[src/rtl/io_periph_bank.sv]
// Memory-mapped I/O bank: N_HEX seven-segment channels, debounced switches,
// display enable and a free-running cycle counter on a 1-cycle-latency bus.
module io_periph_bank #(
    parameter int N_HEX      = 8,
    parameter int SW_WIDTH   = 8,
    parameter int DEB_CYCLES = 4
) (
    input  logic                  clk,
    input  logic                  reset,
    input  logic [11:0]           addr_i,
    input  logic [31:0]           wdata_i,
    input  logic [3:0]            be_i,
    input  logic                  wr_i,
    input  logic                  rd_i,
    output logic [31:0]           rdata_o,
    output logic                  rvalid_o,
    input  logic [SW_WIDTH-1:0]   io_sw_i,
    output logic [7*N_HEX-1:0]    io_hex_o,
    output logic                  sw_change_o
);
    localparam int CW = (DEB_CYCLES > 1) ? $clog2(DEB_CYCLES) : 1;
    localparam logic [CW-1:0] CNT_MAX = CW'(DEB_CYCLES - 1);
    localparam logic [9:0] W_SW    = 10'h040;
    localparam logic [9:0] W_CTRL  = 10'h041;
    localparam logic [9:0] W_CYCLE = 10'h042;

    logic [9:0]          word;
    logic [3:0]          digit_q [N_HEX];
    logic [N_HEX-1:0]    blank_q;
    logic                ctrl_q;
    logic [31:0]         cycle_q;
    logic [31:0]         rd_mux;
    logic [SW_WIDTH-1:0] sync1_q, sync2_q, cand_q, stable_q;
    logic [CW-1:0]       cnt_q;
    logic                unused_bits;

    assign word        = addr_i[11:2];
    assign unused_bits = ^{wdata_i[31:8], wdata_i[6:4], addr_i[1:0]};

    function automatic logic [6:0] seg_encode(input logic [3:0] d);
        case (d)
            4'h0: seg_encode = 7'h40;
            4'h1: seg_encode = 7'h79;
            4'h2: seg_encode = 7'h24;
            4'h3: seg_encode = 7'h30;
            4'h4: seg_encode = 7'h19;
            4'h5: seg_encode = 7'h12;
            4'h6: seg_encode = 7'h02;
            4'h7: seg_encode = 7'h78;
            4'h8: seg_encode = 7'h00;
            4'h9: seg_encode = 7'h10;
            4'hA: seg_encode = 7'h08;
            4'hB: seg_encode = 7'h03;
            4'hC: seg_encode = 7'h46;
            4'hD: seg_encode = 7'h21;
            4'hE: seg_encode = 7'h06;
            default: seg_encode = 7'h0E;
        endcase
    endfunction

    always_ff @(posedge clk) begin
        if (reset) begin
            for (int k = 0; k < N_HEX; k++) digit_q[k] <= 4'h0;
            blank_q <= '1;
            ctrl_q  <= 1'b1;
            cycle_q <= 32'h0;
        end else begin
            for (int k = 0; k < N_HEX; k++) begin
                if (wr_i && be_i[0] && word == 10'(k)) begin
                    digit_q[k] <= wdata_i[3:0];
                    blank_q[k] <= wdata_i[7];
                end
            end
            if (wr_i && be_i[0] && word == W_CTRL) ctrl_q <= wdata_i[0];
            // A clear write wins over the increment on the same edge.
            if (wr_i && |be_i && word == W_CYCLE) cycle_q <= 32'h0;
            else                                  cycle_q <= cycle_q + 32'h1;
        end
    end

    always_comb begin
        rd_mux = 32'h0;
        for (int k = 0; k < N_HEX; k++) begin
            if (word == 10'(k)) rd_mux = {24'h0, blank_q[k], 3'b000, digit_q[k]};
        end
        case (word)
            W_SW:    rd_mux = 32'(stable_q);
            W_CTRL:  rd_mux = {31'h0, ctrl_q};
            W_CYCLE: rd_mux = cycle_q;
            default: ;
        endcase
    end

    // Bus: rd_i sampled at edge t yields rvalid_o=1 with rdata_o for exactly
    // the following cycle; rdata_o is forced to 0 whenever rvalid_o is low.
    always_ff @(posedge clk) begin
        if (reset) begin
            rvalid_o <= 1'b0;
            rdata_o  <= 32'h0;
        end else begin
            rvalid_o <= rd_i;
            rdata_o  <= rd_i ? rd_mux : 32'h0;
        end
    end

    always_ff @(posedge clk) begin
        if (reset) begin
            io_hex_o <= '1;
        end else begin
            for (int k = 0; k < N_HEX; k++) begin
                io_hex_o[7*k +: 7] <= (blank_q[k] || !ctrl_q) ? 7'h7F : seg_encode(digit_q[k]);
            end
        end
    end

    // Whole-vector debounce: any bit moving restarts the stability count.
    always_ff @(posedge clk) begin
        if (reset) begin
            sync1_q     <= '0;
            sync2_q     <= '0;
            cand_q      <= '0;
            stable_q    <= '0;
            cnt_q       <= '0;
            sw_change_o <= 1'b0;
        end else begin
            sync1_q     <= io_sw_i;
            sync2_q     <= sync1_q;
            sw_change_o <= 1'b0;
            if (sync2_q != cand_q) begin
                cand_q <= sync2_q;
                cnt_q  <= '0;
            end else if (cnt_q < CNT_MAX) begin
                cnt_q <= cnt_q + 1'b1;
            end else if (cand_q != stable_q) begin
                stable_q    <= cand_q;
                sw_change_o <= 1'b1;
            end
        end
    end
endmodule
[config.mk]
export PLATFORM = sky130hd
export DESIGN_NAME = io_periph_bank
export DESIGN_NICKNAME = d
export VERILOG_FILES = /design/src/rtl/io_periph_bank.sv
export SDC_FILE = /design/constraint.sdc
export NUM_CORES = 1
export LEC_CHECK = 0
export BUFFER_PORTS_ARGS = -buffer_cell sky130_fd_sc_hd__buf_2
export CORE_UTILIZATION = 49
export DETAILED_ROUTE_END_ITERATION = 10
export GPL_TIMING_DRIVEN = 0
export PLACE_DENSITY_LB_ADDON = 0.15
export SKIP_CTS_REPAIR_TIMING = 1
export SLEW_MARGIN = 20
export SYNTH_ARGS = -nofsm -noshare
export SYNTH_HDL_FRONTEND = slang
export SYNTH_SLANG_ARGS = --single-unit
[constraint.sdc]
create_clock -name clk -period 2.3 [get_ports clk]
set_input_delay 0.46 -clock clk [delete_from_list [all_inputs] [get_ports clk]]
set_output_delay 0.46 -clock clk [all_outputs]
set_load 0.01 [all_outputs]
# --- Word-level counts from Yosys, hierarchy flattened ---
# Memory sizes are Yosys's and may differ from the RTL's. A register that Yosys moved wholly into a read port is not among the register bits.
# Cells that the tools add are included.
word_totals:
  output_inout_bits: 90
  latchBits: 0
  memories: 9
  regBits: 109
  elab_cells: 133
  mem_bits_rw: 32
  romBits: 896
memory_table:
  columns: ["memory", "depth", "word_bits", "read_ports", "rd_clocked_by_memory_dff", "wr", "line_no", "source"]
  rows:
  - ["(name not given)", 16, 7, 1, 1, 0, "41", "case (d)"]
  - ["(name not given)", 16, 7, 1, 1, 0, "41", null]
  - ["(name not given)", 16, 7, 1, 1, 0, "41", null]
  - ["(name not given)", 16, 7, 1, 1, 0, "41", null]
  - ["(name not given)", 16, 7, 1, 1, 0, "41", null]
  - ["(name not given)", 16, 7, 1, 1, 0, "41", null]
  - ["3 more memories", null, null, null, null, null, null, null]
classes:
  mux: 44
  n_addsub: 2
  bitwise: 11
  eq_ne: 12
  magnitude_cmp: 1
  n_reduce_logical: 36
  mul: 0
  n_div: 0
  n_shift: 0
ops:
  columns: ["op", "n"]
  rows:
  - ["32-bit two-way mux", 7]
  - ["32-bit case mux with 3 select lines", 1]
  - ["10-bit by 3-bit == test with 1-bit output (second input constant)", 4]
  - ["32-bit by 1-bit adder with 32-bit output (second input constant)", 1]
  - ["4-bit two-way mux", 8]
  - ["10-bit by 7-bit == test with 1-bit output (second input constant)", 3]
  - ["1-bit two-way mux", 27]
  - ["2-bit OR reduction", 11]
  - ["10-bit by 2-bit == test with 1-bit output (second input constant)", 2]
  - ["8-bit != test", 2]
  - ["1-bit logical AND", 12]
  - ["10-bit by 1-bit == test with 1-bit output (second input constant)", 1]
  - ["10-bit zero test", 1]
  - ["1-bit logical OR", 8]
  - ["8-bit two-way mux", 1]
  - ["1-bit bitwise OR", 8]
  - ["4-bit OR reduction", 1]
  - ["1-bit inverter", 3]
  - ["3-bit AND reduction", 1]
  - ["3-bit OR reduction", 1]
  - ["2-bit by 1-bit adder with 2-bit output (second input constant)", 1]
  - ["2-bit < comparator (second input constant)", 1]
  - ["1-bit zero test", 1]

# --- Depth between registers and ports, before layout ---
# Gate-level depths: netlist of run 1.
logic_depth:
  word_depth: 10
  ltp_mapped: 7
  depth_no_buf: 6

# --- Worst setup path after synthesis of run 1 ---
# OpenSTA, ideal clock, no wires.
synth_timing:
  path_kind: "input-to-reg"
  startpoint: "input port addr_i[7]"
  endpoint: "memory digit_q[3][0], in the netlist digit_q[0][12], enable pin"
  arrival_ns: 1.646
  cell_stages: 5
  slack_ns: 0.344
  n_path_buf: 1
  setup_ns: 0.310
  required_time_ns: 1.990
  cell_sequence: "nor4_4 -> nand4_1 -> or4_1 -> clkbuf_1 -> nand2b_1"
synth_lines:
  columns: ["item", "line_no", "source"]
  rows:
  - ["start, declared", "10", "input logic [11:0] addr_i,"]
  - ["end, declared", "28", "logic [3:0] digit_q [N_HEX];"]

# --- Worst setup path after layout of run 1 ---
layout_timing:
  startpoint: "register cycle_q[0]"
  endpoint: "register cycle_q[30]"
layout_between:
  elab_chain_len: 1
layout_rtl:
  columns: ["item", "line_no", "source"]
  rows:
  - ["start, declared", "31", "logic [31:0] cycle_q;"]
  - ["start signal, assigned", "77", "else cycle_q <= cycle_q + 32'h1;"]
  - ["32-bit by 1-bit adder with 32-bit output", "77", null]
# Every way passes these cells.
# A chain may end at the register's enable or synchronous reset.

==> metrics.md, run 1 <==
| Metric | Value |
|---|---|
| Vias in the first global route | `6,067` |
| Routability Congestion | `0.871` |
| Largest net degree at the start of global routing | `20` |
| Most frequent cells in the layout | `dfxtp_1 (165), buf_2 (122), nor2_1 (99), o211ai_1 (55), nand2_1 (54)` |
| Max-slew violations | `0` |
| EDFF count, synth | `32` |
| Sequential area share after synthesis | `47.3%` |
| Slew headroom | `57.5%` |
| Die area | `0.0189 mm²` |
| RSZ-0062 raised after global routing | `false` |
| Max Fclk | `484 MHz` |
| CTS Buf Count | `17` |
| Fin crit period | `2.07 ns` |
| DR iter-0 viols | `308` |
| GRT met2 Usage | `34.2%` |
| Ranking of synthesized cells by area | `dfxtp_1 (37%), edfxtp_1 (11%), ha_1 (6.9%)` |
| Met1 GRT Util | `26.2%` |
| Gr usage total | `20.6%` |
| Fill count | `1,616` |
| R2R cell count | `6` |
| Wirelength per Cell | `14.4 µm` |
| Post-Syn Instances | `928` |
| Dpl hpwl | `13,500 µm` |
| Critical path arrival | `2.45 ns` |
| Clock transition at path regs | `0.07 ns` |
| WL final | `18,800 µm` |
| Startpoint types | `flip-flop` |
| N_diodes | `0` |
| CTS tree | `built` |
| Insertion delay to the later sink of the worst-skew pair | `0.44 ns` |
| # setup viols final | `0` |
| Power Total | `6.99 mW` |
| I/O Pins | `150` |
| Hold crit path type | `in -> reg` |
| H-tree depth | `4` |
| Area growth syn-to-layout | `15.8%` |
| First-pass GRT wire length | `30,100 µm` |
| Setup CP Type | `reg -> reg` |
| Ratio of cells with drive above 1 in the final layout | `17.1%` |
| DRC errors left | `0` |
| Starting Density | `50.0%` |
| Commonest non-fill, non-tap cell in the layout | `dfxtp_1` |
| Synthesized Nets | `1,038` |
| Num Clock Sinks | `197` |
| Final ANT Viol Nets | `0` |
| Static Leak | `4.14 nW` |
| Detailed Routing Iterations Pass 1 | `4` |
| Final hold violation count | `0` |
| Initial antenna violation count | `0` |
| Yosys cell types | `58` |
| Synth area leader | `dfxtp_1` |
| Measured slew at the worst slew-check pin | `0.638 ns` |
| R2R Setup Slk | `0.23 ns` |
| CP Data Required Time | `2.68 ns` |
| Met3 Usage GRT | `3.79%` |
| Power Dens Cells | `670 mW/mm²` |
| Root buffer cell | `clkbuf_16` |
| Peak supply drop | `541 µV` |
| FF+latch count, synth | `197` |
| Crit share post-route | `89.9%` |
| Syn. warnings | `0` |
| Layout Nets | `1,174` |
| Via density | `5.20` |
| Status | `complete, no violations` |
| Worst Path Max Fanout | `10` |
| Reg area | `0.00426 mm²` |
| Worst hold path stage count | `2` |
| Worst setup EP type | `flip-flop` |
| Multi-input gate area | `0.00442 mm²` |
| DR vias | `6,785` |
| Avg Cell Area, Syn | `9.71 µm²` |
| Core area | `0.0180 mm²` |
| Total gr overflow | `0` |
| Max-cap violations | `0` |
| Grt peak-use layer | `met2` |
| Final Skew | `0.0106 ns` |
| Port Buffers | `117` |
| Rows | `49` |
| Clock Path Buffers | `2` |
| Area share of the largest cell type after synthesis | `36.7%` |
| Ys async rst share | `0%` |
| Die Height | `138 µm` |
| Synthesized area | `0.00901 mm²` |
| Die Width | `138 µm` |
| Fin util | `57.9%` |
| Prevailing post-synth register cell | `dfxtp_1` |
[cell families (layout without fill, tap and decap cells)]
group                      after synthesis  after routing  share of synthesized area [%]
AOI/OAI and AO/OA                      145            145                           11.1
xor gates and xnor gates                45             45                           4.37
adders and majority gates               50             50                           6.94
buffers and inverters                   84            233                           3.65
DFF                                    197            197                           47.3
muxes                                   38             38                           4.97
and+or+nand+nor                        369            369                           21.6
[final timing paths]
| path | startpoint | end |
|---|---|---|
| max | cycle_q[0] | cycle_q[30] |
| min | io_sw_i[2] | sync1_q[2] |
| max reg2reg | cycle_q[0] | cycle_q[30] |
| min reg2reg | sync1_q[5] | sync2_q[5] |
[metrics by stage]
step	setup slack [ns]	instances	hold slack, ns	cell area (µm²)	TNS (ns)
6_report	0.232	1306	0.224	10400	0
5_1_grt	0.0983	1306	0.217	10400	0
4_1_cts	0.231	1306	0.217	10400	0
3_5_place_dp	-0.145	1274	0.428	9880	-2.62
3_3_place_gp	-0.134	1274	0.417	9880	-2.74
2_1_floorplan	0.344	928	0.414	9010	0
[layer usage]
metal | up-vias | wire length (µm)
met5 | - | 0
met4 | 0 | 432
met3 | 23 | 750
met2 | 157 | 9030
met1 | 3124 | 8570
li1 | 3481 | -
[critical path: stages, from the launching register on]
cell,delay [ns]
dfxtp_1,0.42
ha_1,0.24
and4_4,0.28
nand3_4,0.15
or3_4,0.44
or3_1,0.35
a21oi_1,0.14
[cell usage after synthesis (all sizes together) (4+ instances only)]
master    n
a211o     8
and3      4
nand3b    7
and2     27
mux2i    29
edfxtp   32
nor3     15
nand3    36
buf       8
o22ai     4
nor2b    36
nand4    10
o21a     14
dfxtp   165
nand2b   44
nand2    54
or3       6
o211ai   55
clkbuf   42
nor4     14
a21o      4
mux4      5
and4      5
a21oi    24
ha       50
mux2      4
o21ai    20
xor2     23
inv      34
xnor2    22
nor2     99
or2       9
[state kept, by name, indices dropped and copies added, names as in the netlist]
name,flops
sw_change_o,1
cand_q,8
cycle_q,32
stable_q,8
sync1_q,8
rvalid_o,1
ctrl_q,1
cnt_q,2
io_hex_o,56
sync2_q,8
blank_q,8
rdata_o,32
digit_q,32
[cell type report]
cell class,count,area share [%]
plain buffers,50,1.93
clock buffers,20,4.28
clock inverters,12,1.04
inverters,34,1.22
multi-input cells,647,42.3
flip-flops and latches,197,40.8
well taps,229,2.74
repair buffers,117,5.61
[power breakdown]
| group | internal (mW) | total [mW] | switching (mW) |
|---|---|---|---|
| registers | 3.56 | 3.62 | 0.0687 |
| logic | 0.214 | 0.531 | 0.318 |
| clock network | 1.46 | 2.84 | 1.38 |
Note: power is estimated with default switching activity, not from simulation.
==> inputs of run 2 (changes only) <==
==> constraint.sdc (replaced) <==
create_clock -name clk -period 2.3 [get_ports clk]
set_input_delay 0.23 -clock clk [delete_from_list [all_inputs] [get_ports clk]]
set_output_delay 0.23 -clock clk [all_outputs]
set_load 0.01 [all_outputs]
==> run 2 against run 1 <==
  * Critical path type unchanged
  * Highest routed layer unchanged
  * Wire length fell by 0.22%
  * First-iteration DRC count rose by 14%
  * Sequential share of layout area fell by 0.12 points
  * The run now ends with negative hold slack left
==> metrics.md, run 2 (synthesis gave the netlist of run 1 again) <==
| Metric | Value |
|---|---|
| Status | `complete, but fails checks` |
| Failing checks | `negative hold slack` |
| CTS Buf Count | `17` |
| Slew headroom | `58.3%` |
| Setup TNS | `0 ns` |
| Final hold violation count | `2` |
| DRC errors left | `0` |
| Setup CP Type | `reg -> reg` |
| Area growth syn-to-layout | `16.2%` |
| Die Width | `138 µm` |
| Met1 GRT Util | `26.2%` |
| Slowest stage delay, CP | `0.44 ns` |
| Measured slew at the worst slew-check pin | `0.626 ns` |
| Final Skew | `0.00981 ns` |
| Static Leak | `4.15 nW` |
| Power Total | `6.99 mW` |
| Vias in the first global route | `6,067` |
| Initial antenna violation count | `0` |
| I/O Pins | `150` |
| Detailed Routing Iterations Pass 1 | `5` |
| Clock transition at path regs | `0.07 ns` |
| N_diodes | `0` |
| Fin util | `58.1%` |
| Max reg flops | `56` |
| Worst Path Max Fanout | `10` |
| Total gr overflow | `0` |
| Root buffer cell | `clkbuf_16` |
| Rows | `49` |
| Insertion delay to the later sink of the worst-skew pair | `0.44 ns` |
| Port Buffers | `117` |
| Via density | `5.16` |
| Grt peak-use layer | `met2` |
| Crit path cell chain | `ha_1, and4_4, nand3_4, or3_4, or3_1, a21oi_1` |
| Max-cap violations | `0` |
| Commonest non-fill, non-tap cell in the layout | `dfxtp_1` |
| Most frequent cells in the layout | `dfxtp_1 (165), buf_2 (122), nor2_1 (99), o211ai_1 (55), nand2_1 (54)` |
| First-pass GRT wire length | `30,100 µm` |
| GRT met2 Usage | `34.2%` |
| Met3 Usage GRT | `3.79%` |
| Largest net degree at the start of global routing | `20` |
| Most flops, register | `io_hex_o` |
| Hold WS | `-0.00271 ns` |
| DR vias | `6,760` |
| Max-slew violations | `0` |
| Ratio of cells with drive above 1 in the final layout | `17.0%` |
| Fin crit period | `2.06 ns` |
| Final ANT Viol Nets | `0` |
| RSZ-0062 raised after global routing | `false` |
| Die area | `0.0189 mm²` |
| Core area | `0.0180 mm²` |
| H-tree depth | `4` |
| CP Data Required Time | `2.68 ns` |
| Peak supply drop | `541 µV` |
| Layout Nets | `1,177` |
| Gr usage total | `20.6%` |
| Clock Path Buffers | `2` |
| # setup viols final | `0` |
| Max Fclk | `485 MHz` |
| Die Height | `138 µm` |
| CP top delay family | `simple AND/OR/NAND/NOR gates` |
| Power Dens Cells | `668 mW/mm²` |
| Critical path arrival | `2.44 ns` |
| Crit share post-route | `89.6%` |
| Buf/Inv on CP | `0` |
| Wirelength per Cell | `14.3 µm` |
| CP max stage cell | `or3_4` |
| Hold crit path type | `in -> reg` |
| CTS tree | `built` |
| Routability Congestion | `0.871` |
| Starting Density | `50.0%` |
| Worst setup EP type | `flip-flop` |
| WL final | `18,700 µm` |
| Dpl hpwl | `13,500 µm` |
| DR iter-0 viols | `351` |
| Startpoint types | `flip-flop` |
| Num Clock Sinks | `197` |
-- run 2: layer usage --
metal	share of wire [%]	vias to the layer above
met5	0	-
met4	2.3	0
met3	4.1	23
met2	48	144
met1	45	3108
li1	-	3485
-- run 2: through the flow --
step                instance area, µm²  hold WS (ns)  setup WS, ns  cells
global route                     10500       0.00232        0.0983   1309
floorplan                         9010         0.348         0.426    928
detailed placement                9880         0.428        0.0848   1274
global placement                  9880         0.417        0.0959   1274
finish                           10500      -0.00271         0.238   1309
CTS                              10400       -0.0128         0.231   1306
-- run 2: worst paths after layout --
check / start / endpoint / slack [ns] / cells past startpoint
max: cycle_q[0] / cycle_q[30] / 0.24 / 6
min: io_sw_i[4] / sync1_q[4] / -0.003 / 2
max reg2reg: cycle_q[0] / cycle_q[30] / 0.24 / 6
min reg2reg: sync1_q[5] / sync2_q[5] / 0.44 / 1
-- run 2: power breakdown --
| group | switching (mW) | total, mW | leakage [nW] | internal (mW) |
|---|---|---|---|---|
| combinational | 0.319 | 0.535 | 2.24 | 0.217 |
| sequential | 0.0682 | 3.62 | 1.64 | 3.56 |
| clock | 1.37 | 2.83 | 0.275 | 1.46 |
| total | 1.76 | 6.99 | 4.15 | 5.23 |
-- run 2: layout make-up --
cell class	count	area, µm²
timing repair buffer	120	616
sequential	197	4260
buffer	50	201
fill	1614	7550
clock buffer	20	447
tap	229	287
inverter	34	128
multi-input combinational	647	4420
clock inverter	12	109
